[config.mk]
export PLATFORM = sky130hd
export DESIGN_NAME = mem_arbiter
export DESIGN_NICKNAME = d
export VERILOG_FILES = /design/src/rtl/mem_arbiter_pkg.sv /design/src/rtl/mem_arbiter_arb_pick.sv /design/src/rtl/mem_arbiter.sv
export SDC_FILE = /design/constraint.sdc
export NUM_CORES = 1
export LEC_CHECK = 0
export ABC_AREA = 1
export CAP_MARGIN = 40
export CORE_MARGIN = 4
export CORE_UTILIZATION = 43
export DETAILED_ROUTE_END_ITERATION = 8
export GPL_ROUTABILITY_DRIVEN = 0
export PLACE_DENSITY_LB_ADDON = 0.25
export SYNTH_ARGS = -nofsm -noshare
export SYNTH_HDL_FRONTEND = slang
export SYNTH_SLANG_ARGS = --single-unit
[constraint.sdc]
create_clock -name clk -period 2.48 [get_ports clk]
set_input_delay 0.744 -clock clk [delete_from_list [all_inputs] [get_ports clk]]
set_output_delay 0.744 -clock clk [all_outputs]
set_load 0.05 [all_outputs]
[src/rtl/mem_arbiter_pkg.sv]
// Shared definitions for the memory-port arbiter: state encodings, owner codes
// and default widths.
package mem_arbiter_pkg;

  localparam int NIB_WIDTH        = 4;
  localparam int ADDR_WIDTH_DEF   = 16;
  localparam int DATA_WIDTH_DEF   = 16;
  localparam int STREAK_WIDTH     = NIB_WIDTH;

  typedef enum logic [1:0] {
    ARB_IDLE  = 2'd0,
    ARB_ISSUE = 2'd1,
    ARB_RESP  = 2'd2
  } arb_state_t;

  localparam logic OWNER_CPU = 1'b0;
  localparam logic OWNER_DMA = 1'b1;

endpackage

[src/rtl/mem_arbiter_arb_pick.sv]
// Winner select for the shared memory port: CPU has fixed priority, but after
// MAX_CPU_STREAK consecutive CPU grants with DMA waiting, DMA is forced through.
module arb_pick
  import mem_arbiter_pkg::*;
#(
  parameter int MAX_CPU_STREAK = 4
) (
  input  logic                    clk,
  input  logic                    rst_n,
  input  logic                    i_cpu_req,
  input  logic                    i_dma_req,
  input  logic                    i_grant_en,
  output logic                    o_pick_dma,
  output logic [STREAK_WIDTH-1:0] o_streak
);

  localparam logic [STREAK_WIDTH-1:0] MAX_S = STREAK_WIDTH'(MAX_CPU_STREAK);

  logic [STREAK_WIDTH-1:0] r_streak;
  logic                    w_pick_dma;
  logic                    w_grant;

  assign w_pick_dma = i_dma_req && (!i_cpu_req || (r_streak == MAX_S));
  assign w_grant    = i_grant_en && (i_cpu_req || i_dma_req);

  // Streak only counts CPU grants that actually made DMA wait.
  always_ff @(posedge clk or negedge rst_n) begin
    if (!rst_n) begin
      r_streak <= '0;
    end else if (w_grant) begin
      if (!w_pick_dma && i_dma_req) begin
        if (r_streak != MAX_S) r_streak <= r_streak + 1'b1;
      end else begin
        r_streak <= '0;
      end
    end
  end

  assign o_pick_dma = w_pick_dma;
  assign o_streak   = r_streak;

endmodule

[src/rtl/mem_arbiter.sv]
// Serialises CPU and DMA req/ack transactions onto one synchronous memory port
// using an IDLE -> ISSUE -> RESP sequence (one transaction per three cycles).
module mem_arbiter
  import mem_arbiter_pkg::*;
#(
  parameter int ADDR_WIDTH     = ADDR_WIDTH_DEF,
  parameter int DATA_WIDTH     = DATA_WIDTH_DEF,
  parameter int MAX_CPU_STREAK = 4
) (
  input  logic                    clk,
  input  logic                    rst_n,
  input  logic                    i_cpu_req,
  input  logic                    i_cpu_we,
  input  logic [ADDR_WIDTH-1:0]   i_cpu_addr,
  input  logic [DATA_WIDTH-1:0]   i_cpu_wdata,
  output logic                    o_cpu_ack,
  output logic [DATA_WIDTH-1:0]   o_cpu_rdata,
  input  logic                    i_dma_req,
  input  logic                    i_dma_we,
  input  logic [ADDR_WIDTH-1:0]   i_dma_addr,
  input  logic [DATA_WIDTH-1:0]   i_dma_wdata,
  output logic                    o_dma_ack,
  output logic [DATA_WIDTH-1:0]   o_dma_rdata,
  output logic                    o_mem_en,
  output logic                    o_mem_we,
  output logic [ADDR_WIDTH-1:0]   o_mem_addr,
  output logic [DATA_WIDTH-1:0]   o_mem_wdata,
  input  logic [DATA_WIDTH-1:0]   i_mem_rdata,
  output logic                    o_busy,
  output logic                    o_owner,
  output logic [1:0]              o_dbg_state,
  output logic [STREAK_WIDTH-1:0] o_dbg_streak
);

  // Handshake: a requester raises req with stable fields and holds it until
  // its one-cycle ack; req still high in IDLE after an ack is a new request.
  arb_state_t            r_state;
  logic                  r_owner;
  logic                  r_we;
  logic [ADDR_WIDTH-1:0] r_addr;
  logic [DATA_WIDTH-1:0] r_wdata;
  logic                  r_mem_en;
  logic                  r_cpu_ack;
  logic                  r_dma_ack;
  logic                  r_busy;
  logic [DATA_WIDTH-1:0] r_cpu_hold;
  logic [DATA_WIDTH-1:0] r_dma_hold;

  logic w_pick_dma;
  logic w_any_req;
  logic w_in_idle;
  logic w_read_resp;

  assign w_any_req   = i_cpu_req || i_dma_req;
  assign w_in_idle   = (r_state == ARB_IDLE);
  assign w_read_resp = (r_state == ARB_RESP) && !r_we;

  arb_pick #(
    .MAX_CPU_STREAK (MAX_CPU_STREAK)
  ) u_pick (
    .clk        (clk),
    .rst_n      (rst_n),
    .i_cpu_req  (i_cpu_req),
    .i_dma_req  (i_dma_req),
    .i_grant_en (w_in_idle),
    .o_pick_dma (w_pick_dma),
    .o_streak   (o_dbg_streak)
  );

  always_ff @(posedge clk or negedge rst_n) begin
    if (!rst_n) begin
      r_state    <= ARB_IDLE;
      r_owner    <= OWNER_CPU;
      r_we       <= 1'b0;
      r_addr     <= '0;
      r_wdata    <= '0;
      r_mem_en   <= 1'b0;
      r_cpu_ack  <= 1'b0;
      r_dma_ack  <= 1'b0;
      r_busy     <= 1'b0;
      r_cpu_hold <= '0;
      r_dma_hold <= '0;
    end else begin
      case (r_state)
        ARB_IDLE: begin
          if (w_any_req) begin
            r_state  <= ARB_ISSUE;
            r_mem_en <= 1'b1;
            r_busy   <= 1'b1;
            r_owner  <= w_pick_dma ? OWNER_DMA : OWNER_CPU;
            r_we     <= w_pick_dma ? i_dma_we    : i_cpu_we;
            r_addr   <= w_pick_dma ? i_dma_addr  : i_cpu_addr;
            r_wdata  <= w_pick_dma ? i_dma_wdata : i_cpu_wdata;
          end
        end
        ARB_ISSUE: begin
          r_state   <= ARB_RESP;
          r_mem_en  <= 1'b0;
          r_cpu_ack <= (r_owner == OWNER_CPU);
          r_dma_ack <= (r_owner == OWNER_DMA);
        end
        ARB_RESP: begin
          r_state   <= ARB_IDLE;
          r_cpu_ack <= 1'b0;
          r_dma_ack <= 1'b0;
          r_busy    <= 1'b0;
          if (!r_we) begin
            if (r_owner == OWNER_DMA) r_dma_hold <= i_mem_rdata;
            else                      r_cpu_hold <= i_mem_rdata;
          end
        end
        default: begin
          r_state <= ARB_IDLE;
        end
      endcase
    end
  end

  // Read data is forwarded straight from memory in RESP so ack and data align.
  assign o_cpu_rdata = (w_read_resp && r_owner == OWNER_CPU) ? i_mem_rdata : r_cpu_hold;
  assign o_dma_rdata = (w_read_resp && r_owner == OWNER_DMA) ? i_mem_rdata : r_dma_hold;

  assign o_cpu_ack   = r_cpu_ack;
  assign o_dma_ack   = r_dma_ack;
  assign o_mem_en    = r_mem_en;
  assign o_mem_we    = r_we && r_mem_en;
  assign o_mem_addr  = r_addr;
  assign o_mem_wdata = r_wdata;
  assign o_busy      = r_busy;
  assign o_owner     = r_owner;
  assign o_dbg_state = r_state;

endmodule
### Word-level counts from Yosys, hierarchy flattened

Index checks and enable logic that the tools add are counted.

* add/subtract/negate cells: 1
* multiply operators: 0
* div/mod/pow operators: 0
* order comparisons: 0
* equality and inequality tests: 6
* shifts and indexed selects: 0
* muxes and demuxes: 15
* bitwise operators: 2
* reduce and logical (&&, ||, !) cells: 22

Operators by type and width (number)
* 16-bit 2-to-1 mux: 4
* 4-bit 2-to-1 mux: 2
* 1-bit case mux with 2 select lines: 4
* 2-bit AND reduction: 4
* 1-bit logical AND: 7
* 3-bit AND reduction: 2
* 2-bit nonzero test: 3
* 4-bit by 1-bit adder with 4-bit output, second input constant: 1
* 4-bit by 3-bit equality test with 1-bit output, second input constant: 1
* 2-bit inequality test, second input constant: 2
* 4-bit by 3-bit inequality test with 1-bit output, second input constant: 1
* 2-bit case mux with 2 select lines: 1
* 1-bit zero test: 3
* 1-bit 2-to-1 mux: 3
* 2-bit by 1-bit equality test with 1-bit output, second input constant: 1
* 2-bit equality test, second input constant: 1
* 2-bit zero test: 1
* 1-bit logical OR: 2
* 2-bit 2-to-1 mux: 1
* 1-bit inverter: 2

* bits in registers: 76
* latch bits: 0
* RAM bits: 0
* ROM bits: 0
* output and inout port bits: 76
* word-level logic and storage cells: 58
* memories: 0

### Depth between registers and ports, before layout

Gate-level depths: netlist (run 1).

* word-level depth: 7
* depth in mapped cells: 9
* gate-level depth less buffers: 8

### Hierarchy

Synthesis (run 1) repeated with hierarchy kept, for this count alone.

* cell total of the unflattened synthesis: 467
* area, all modules: 3593.4 sq um

Modules (own cells, without submodules)
* mem_arbiter: instances 1, cells an instance 426, area each 3311.9 sq um, sequential area each 1801.7 sq um
* arb_pick: instances 1, cells an instance 41, area each 281.5 sq um, sequential area each 100.1 sq um

### Worst setup path before layout (run 1)

Ideal clock, no wire load.

* path kind: reg2out
* start: register r_state[0] (netlist: o_dbg_state[0])
* end: output o_dma_rdata[10]
* arrival: 2.528 ns
* slack: -0.792 ns
* stages on the path, launching flop included: 7
* cells stage by stage: dfrtp_1 > inv_1 > ha_1 > nand3_1 > buf_2 > clkbuf_1 > o21ai_0

* longest elaborated chain between the ends: 4

RTL lines
* start: declaration: RTL line mem_arbiter.sv:37 `arb_state_t r_state;`
* start signal: assignment: RTL line mem_arbiter.sv:72 `r_state <= ARB_IDLE;`
* start signal: assignment: RTL line mem_arbiter.sv:87 `r_state <= ARB_ISSUE;`
* start signal: assignment: RTL line mem_arbiter.sv:97 `r_state <= ARB_RESP;`
* 2-bit equality test: RTL line mem_arbiter.sv:56 `assign w_read_resp = (r_state == ARB_RESP) && !r_we;`
* 1-bit logical AND: RTL line mem_arbiter.sv:56
* 1-bit logical AND: RTL line mem_arbiter.sv:121 `assign o_dma_rdata = (w_read_resp && r_owner == OWNER_DMA) ? i_mem_rdata : r_dma_hold;`
* 16-bit 2-to-1 mux: RTL line mem_arbiter.sv:121
* end: declaration: RTL line mem_arbiter.sv:23 `output logic [DATA_WIDTH-1:0] o_dma_rdata,`

Every way passes these cells.

### Final worst setup path (run 1)

* start: input i_mem_rdata[12]
* end: output o_cpu_rdata[12]

* longest elaborated chain between the ends: 1

RTL lines
* start: declaration: RTL line mem_arbiter.sv:28 `input logic [DATA_WIDTH-1:0] i_mem_rdata,`
* 16-bit 2-to-1 mux: RTL line mem_arbiter.sv:120 `assign o_cpu_rdata = (w_read_resp && r_owner == OWNER_CPU) ? i_mem_rdata : r_cpu_hold;`
* end: declaration: RTL line mem_arbiter.sv:17 `output logic [DATA_WIDTH-1:0] o_cpu_rdata,`

Every way passes these cells.

==> results of run 1 <==
[synth_stat cells (2+ instances only)]
cell type / count
ha_1: 6
dfrtp_1: 76
nor2_1: 2
o21ai_0: 54
buf_2: 10
nand3_1: 75
buf_4: 4
inv_2: 2
clkbuf_1: 8
buf_6: 3
o22ai_1: 2
nand2_1: 144
inv_1: 99
[repair_timing]
action	CTS	global route
pin swaps	0	1
setup buffers	1	3
setup endpoints to repair	32	33
gates resized for setup	7	28
endpoints found under the hold margin	0	0
gates cloned	1	2
[power groups by stage]
| stage | registers, uW | logic (uW) | clock network (uW) |
|---|---|---|---|
| 2_1_floorplan | 3250 | 2640 | 0 |
| 3_3_place_gp | 2130 | 6380 | 0 |
| 3_5_place_dp | 2150 | 6480 | 0 |
| 4_1_cts | 2150 | 6550 | 799 |
| 5_1_grt | 2240 | 7150 | 848 |
| 6_report | 2170 | 6810 | 782 |
[through the flow]
step                      setup TNS [ns]  setup slack [ns]  std cells  hold WS [ns]
after detailed placement               0            0.0512        739         0.464
final                                  0            0.0427        760         0.372
after global routing              -0.150           -0.0304        760         0.409
after global placement                 0            0.0744        739         0.463
after CTS                              0           0.00594        755         0.381
after floorplan                        0           0.00193        490         0.448
[final cells by class]
| class | instances | area (um^2) |
|---|---|---|
| clock buffers | 14 | 153 |
| flip-flops and latches | 76 | 1900 |
| repair buffers | 176 | 2150 |
| inverters | 101 | 382 |
| well taps | 105 | 131 |
| multi-input cells | 288 | 1710 |
| fillers | 577 | 1920 |
[metal layers]
metal	wire, um	GRT usage
met5	0	0
met4	176	0.0695
met3	758	0.0544
met2	5520	0.345
met1	4380	0.256
[flip-flops by register name (all words and copies together), names as in the netlist]
name / flops
o_dma_ack: 1
o_mem_addr: 16
o_mem_wdata: 16
u_pick.o_streak: 4
r_dma_hold: 16
r_we: 1
r_cpu_hold: 16
o_dbg_state: 2
o_busy: 1
o_cpu_ack: 1
o_mem_en: 1
o_owner: 1
[worst min-delay path by stage]
stage / start / to / slack (ns)
floorplan: rst_n / o_busy / 0.45
global placement: o_mem_wdata[6] / o_mem_wdata[6] / 0.46
detailed placement: o_mem_wdata[4] / o_mem_wdata[4] / 0.46
CTS: rst_n / o_mem_wdata[12] / 0.38
global route: rst_n / o_mem_wdata[12] / 0.41
finish: rst_n / o_mem_wdata[12] / 0.37
[kinds of logic after synthesis]
family	share of synthesized area
DFF	0.507
xor gates and xnor gates	0.00233
adders and majority gates	0.0200
and+or+nand+nor	0.251
buffers and inverters	0.139
AOI/OAI and AO/OA	0.0810
==> reports/qor.csv, run 1 <==
stage;metric;value;unit
global_route;initial antenna violation count;0;
flow_run;Max Cap Viol;0;
power;PwrDens;1520;nW/um^2
power;P_leak;0.00323;uW
sta;Tcrit/Tclk final;0.983;
critical_path;crit path max fanout;3;
sta;achievable frequency;0.410;GHz
critical_path;critical path's top delay family;buffers and inverters;
finish;fin nets;744;
routing;Detailed Route WL;10800;um
global_route;largest net degree at the start of global routing;40;
critical_path;Worst setup SP type;input port;
critical_path;WS Path Type;input port to output pin;
sta;Final Slew Violations;0;
clocking;clock tree from TritonCTS;built;
routing;vias per inst;4.90;
clocking;Hold Buf Count CTS;0;
global_route;first-pass GRT wire length;16900;um
power;sw power;4840;uW
yosys;synthesized area;3750;um^2
die;row count;33;
power;part of the power in combinational logic;0.697;
yosys;Seq cells post-synth;76;
yosys;Async SR Flop Fraction;1.00;
yosys;Post-synth EDFFs;0;
die;Starting Density;0.450;
routing;DRC;0;
min_path;Hold/Removal Path Class;input port to async pin;
routing;Vias;3726;
clocking;Worst-Skew Late Latency;0.33;ns
clocking;clk buf depth;2;
placement;Port Buffers;161;
die;Die Y;101;um
clocking;Inserted Clock Buffers;9;
routing;router iterations before antenna repair;4;
power;Internal;4920;uW
finish;most common cell after layout, fill and taps aside;nand2_1;
finish;Area Growth Syn to Fin;71.2;%
die;DIE AREA;10300;um^2
yosys;post-synth top area cell;dfrtp_1;
yosys;dominant cells by area after synthesis;dfrtp_1, nand2_1, nand3_1;
sta;slew at the pin closest to its max-slew limit;0.565;ns
critical_path;R2R cell count;10;
critical_path;CP Depth;4;
finish;layout cells sized above 1;0.169;
yosys;Netlist cell types;18;
critical_path;CP endpoint kind;output pin;
sta;Tmin final;2.44;ns
placement;Placed Area;6000;um^2
finish;ANT cells;0;
global_route;Total Routing Usage GR;0.205;
critical_path;reg2reg setup slack;0.78;ns
yosys;Mapped Cells;490;
sta;unrepaired setup endpoints after global routing;true;
routing;antenna viol nets, final;0;
critical_path;CP Buf/Inv Count;3;
power;Design Power;9760;uW
power;part of the power in the clock network;0.080;
yosys;post-synth top area share;0.507;
finish;final core occ;0.770;
placement;DP Wirelength;7740;um
routing;WL/cell;14.2;um
yosys;syn nets;582;
clocking;Reg clk slew, reported paths;0.08;ns
clocking;H-tree depth;3;
critical_path;crit path to;o_cpu_rdata[12];
critical_path;Critical Path, Cell by Cell;clkdlybuf4s50_1, inv_1, o21ai_4, buf_12;
global_route;total gr overflow;0;
critical_path;CP Launch Point;i_mem_rdata[12];
critical_path;CP max stage cell;clkdlybuf4s50_1;
die;core area;8340;um^2
finish;leading cell types in the layout, fill and taps excluded;nand2_1, clkdlybuf4s50_1, inv_1;
critical_path;Crit path largest cell delay;0.48;ns
die;io pins;162;
clocking;clk sink count;76;
critical_path;terminus of the critical flop-to-flop path;u_pick.o_streak[3];
finish;fin area;6420;um^2
critical_path;Crit path arrival time;1.69;ns
outcome;outcome;finished clean;
yosys;synth warn;0;
yosys;Avg Synthesized Cell Area;7.66;um^2
power;switch share;0.496;
sta;Hold Violations, Final;0;
yosys;ys flop type;dfrtp_1;
sta;Rel. slew slack;0.623;
die;die width;101;um
critical_path;CP required;1.74;ns
clocking;root cell of the clock tree;clkbuf_8;
sta;clock skew;0.00781;ns
global_route;vias in the first global route;3663;
critical_path;origin of the critical flop-to-flop path;o_dbg_state[0];
yosys;Seq/Total Area, Yosys;0.507;
power;Flop pwr share;0.223;
sta;Setup-failing EPs final;0;
routing;drt initial violations;95;
power;Peak VDD IR;0.000788;V
Note: power is estimated with default switching activity, not from simulation.
==> run 2, diff against run 1 <==
--- a/config.mk
+++ b/config.mk
@@ -11,7 +11,7 @@
 export CORE_UTILIZATION = 43
 export DETAILED_ROUTE_END_ITERATION = 8
 export GPL_ROUTABILITY_DRIVEN = 0
-export PLACE_DENSITY_LB_ADDON = 0.25
+export PLACE_DENSITY = 0.81
 export SYNTH_ARGS = -nofsm -noshare
 export SYNTH_HDL_FRONTEND = slang
 export SYNTH_SLANG_ARGS = --single-unit
==> reports/qor.csv, run 2 (synthesis results as in run 1) <==
stage;metric;value;unit
global_route;vias in the first global route;3691;
clocking;Hold Buf Count CTS;0;
finish;fin area;6560;um^2
critical_path;CP max stage cell;dfrtp_2;
die;DIE AREA;10300;um^2
sta;Tmin final;2.49;ns
critical_path;CP endpoint kind;output pin;
finish;fin nets;750;
die;core area;8340;um^2
clocking;root cell of the clock tree;clkbuf_8;
global_route;gr busiest metal;met2;
power;part of the power in combinational logic;0.683;
clocking;clk buf depth;2;
outcome;failing checks;negative setup slack;
placement;DP Wirelength;8030;um
power;P_leak;0.00330;uW
sta;Tcrit/Tclk final;1.01;
critical_path;R2R cell count;7;
sta;unrepaired setup endpoints after global routing;true;
critical_path;Crit path arrival time;1.75;ns
sta;Setup-failing EPs final;2;
critical_path;WS Path Type;flop to output pin;
clocking;Inserted Clock Buffers;9;
finish;Filler cells;539;
die;die width;101;um
global_route;initial antenna violation count;0;
outcome;outcome;finished with violations;
power;Internal;5120;uW
die;row count;33;
critical_path;crit path max fanout;32;
critical_path;critical path's top delay family;flip-flops;
sta;Rel. slew slack;0.586;
placement;Placed Cells;740;
routing;Vias;3756;
finish;layout cells sized above 1;0.194;
flow_run;Max Cap Viol;0;
finish;ANT cells;0;
placement;Placed Area;5990;um^2
power;Peak VDD IR;0.000753;V
placement;dpl ws;0.0365;ns
power;part of the power in the clock network;0.099;
critical_path;Worst setup SP type;flop;
sta;slew at the pin closest to its max-slew limit;0.620;ns
die;io pins;162;
finish;leading cell types in the layout, fill and taps excluded;nand2_1, clkdlybuf4s50_1, inv_1;
finish;non-filler instance count after layout;766;
global_route;total gr overflow;0;
die;Die Y;101;um
placement;Port Buffers;161;
sta;Final Slew Violations;0;
critical_path;CP Buf/Inv Count;2;
global_route;met2 Resource Use GR;0.364;
global_route;met1 Use GR;0.282;
routing;WL/cell;15.7;um
routing;vias per inst;4.90;
clocking;Reg clk slew, reported paths;0.08;ns
critical_path;Most Frequent Cell on Critical Path;buf_12;
global_route;first-pass GRT wire length;17800;um
global_route;Total Routing Usage GR;0.221;
routing;DRC;0;
routing;Detailed Route WL;12000;um
min_path;Hold/Removal Path Class;input port to async pin;
clocking;clock tree from TritonCTS;built;
global_route;largest net degree at the start of global routing;42;
critical_path;CP required;1.74;ns
die;Starting Density;0.450;
routing;router iterations before antenna repair;4;
routing;drt initial violations;104;
power;Flop pwr share;0.218;
critical_path;CP Depth;6;
clocking;clk sink count;76;
sta;worst setup margin;-0.0127;ns
global_route;GRT met3 Usage;0.0620;
sta;clock skew;0.00882;ns
power;switch share;0.491;
finish;Area Growth Syn to Fin;74.8;%
critical_path;Critical Path, Cell by Cell;ha_4, nand3_1, buf_12, nand2_1, o21ai_4, buf_12;
clocking;H-tree depth;3;
clocking;Worst-Skew Late Latency;0.34;ns
power;sw power;4940;uW
power;PwrDens;1530;nW/um^2
critical_path;Crit path largest cell delay;0.43;ns
sta;achievable frequency;0.401;GHz
sta;Hold Violations, Final;0;
routing;antenna viol nets, final;0;
==> run 2: changes by cell type in the layout (fill, tap and decap cells not counted), sizes merged <==
cell | before | now
clkinv | 0 | 3
bufbuf | 0 | 1
clkbuf | 15 | 11
dlymetal6s2s | 1 | 0
bufinv | 0 | 2
buf | 47 | 52
==> run 2: final cells by class <==
class / instances / area (um^2) / area share
inverter: 101 / 382 / 0.0582
tap: 105 / 131 / 0.0200
clock buffer: 9 / 124 / 0.0189
multi-input combinational: 288 / 1690 / 0.258
timing repair buffer: 182 / 2250 / 0.342
clock inverter: 5 / 78.8 / 0.0120
sequential: 76 / 1900 / 0.290
==> run 2: path summary, 6_finish.rpt <==
kind,startpoint,endpoint,slack (ns)
setup / recovery,o_dbg_state[1],o_cpu_rdata[13],-0.01
hold / removal,rst_n,o_mem_addr[1],0.35
setup reg to reg,o_dbg_state[1],o_owner,0.79
hold reg to reg,o_mem_addr[9],o_mem_addr[9],0.48
max in group asynchronous,rst_n,o_mem_wdata[4],1.55
min in group clk,o_mem_addr[9],o_mem_addr[9],0.48
==> run 2: repair_timing <==
action                     CTS  global route
setup buffers                3             4
setup endpoints to repair   32            32
gates cloned                 3             2
pin swaps                    1             3
gates resized for setup     13            26
==> run 2: power by group through the flow <==
stage,Clock (uW),Sequential (uW),Combinational (uW)
after floorplan,0,3250,2640
after global placement,0,2140,6400
after detailed placement,0,2140,6510
after CTS,1010,2150,6660
after global routing,1060,2260,7170
final,995,2200,6870
==> run 2: worst register-to-register path: stages, from the launching register on <==
cell and delay (ns):
dfrtp_2 0.43, inv_1 0.13, ha_1 0.24, inv_1 0.10, a21oi_4 0.17, inv_2 0.28
nand2_1 0.15, o21ai_1 0.07
==> run 2: layer usage <==
layer  routed length, um  part of all wire
met2                6070              0.51
met4                 278             0.023
met3                 815             0.068
met5                   0                 0
met1                4830              0.40
==> run 2: per-stage QoR <==
step	util	total power [uW]	hold slack (ns)	TNS, ns
after floorplan	-	5890	0.448	0
after global placement	0.718	8530	0.463	0
after detailed placement	0.718	8660	0.465	0
after CTS	0.762	9820	0.359	-0.0525
after global routing	0.787	10500	0.375	-1.24
final	0.787	10100	0.349	-0.0206
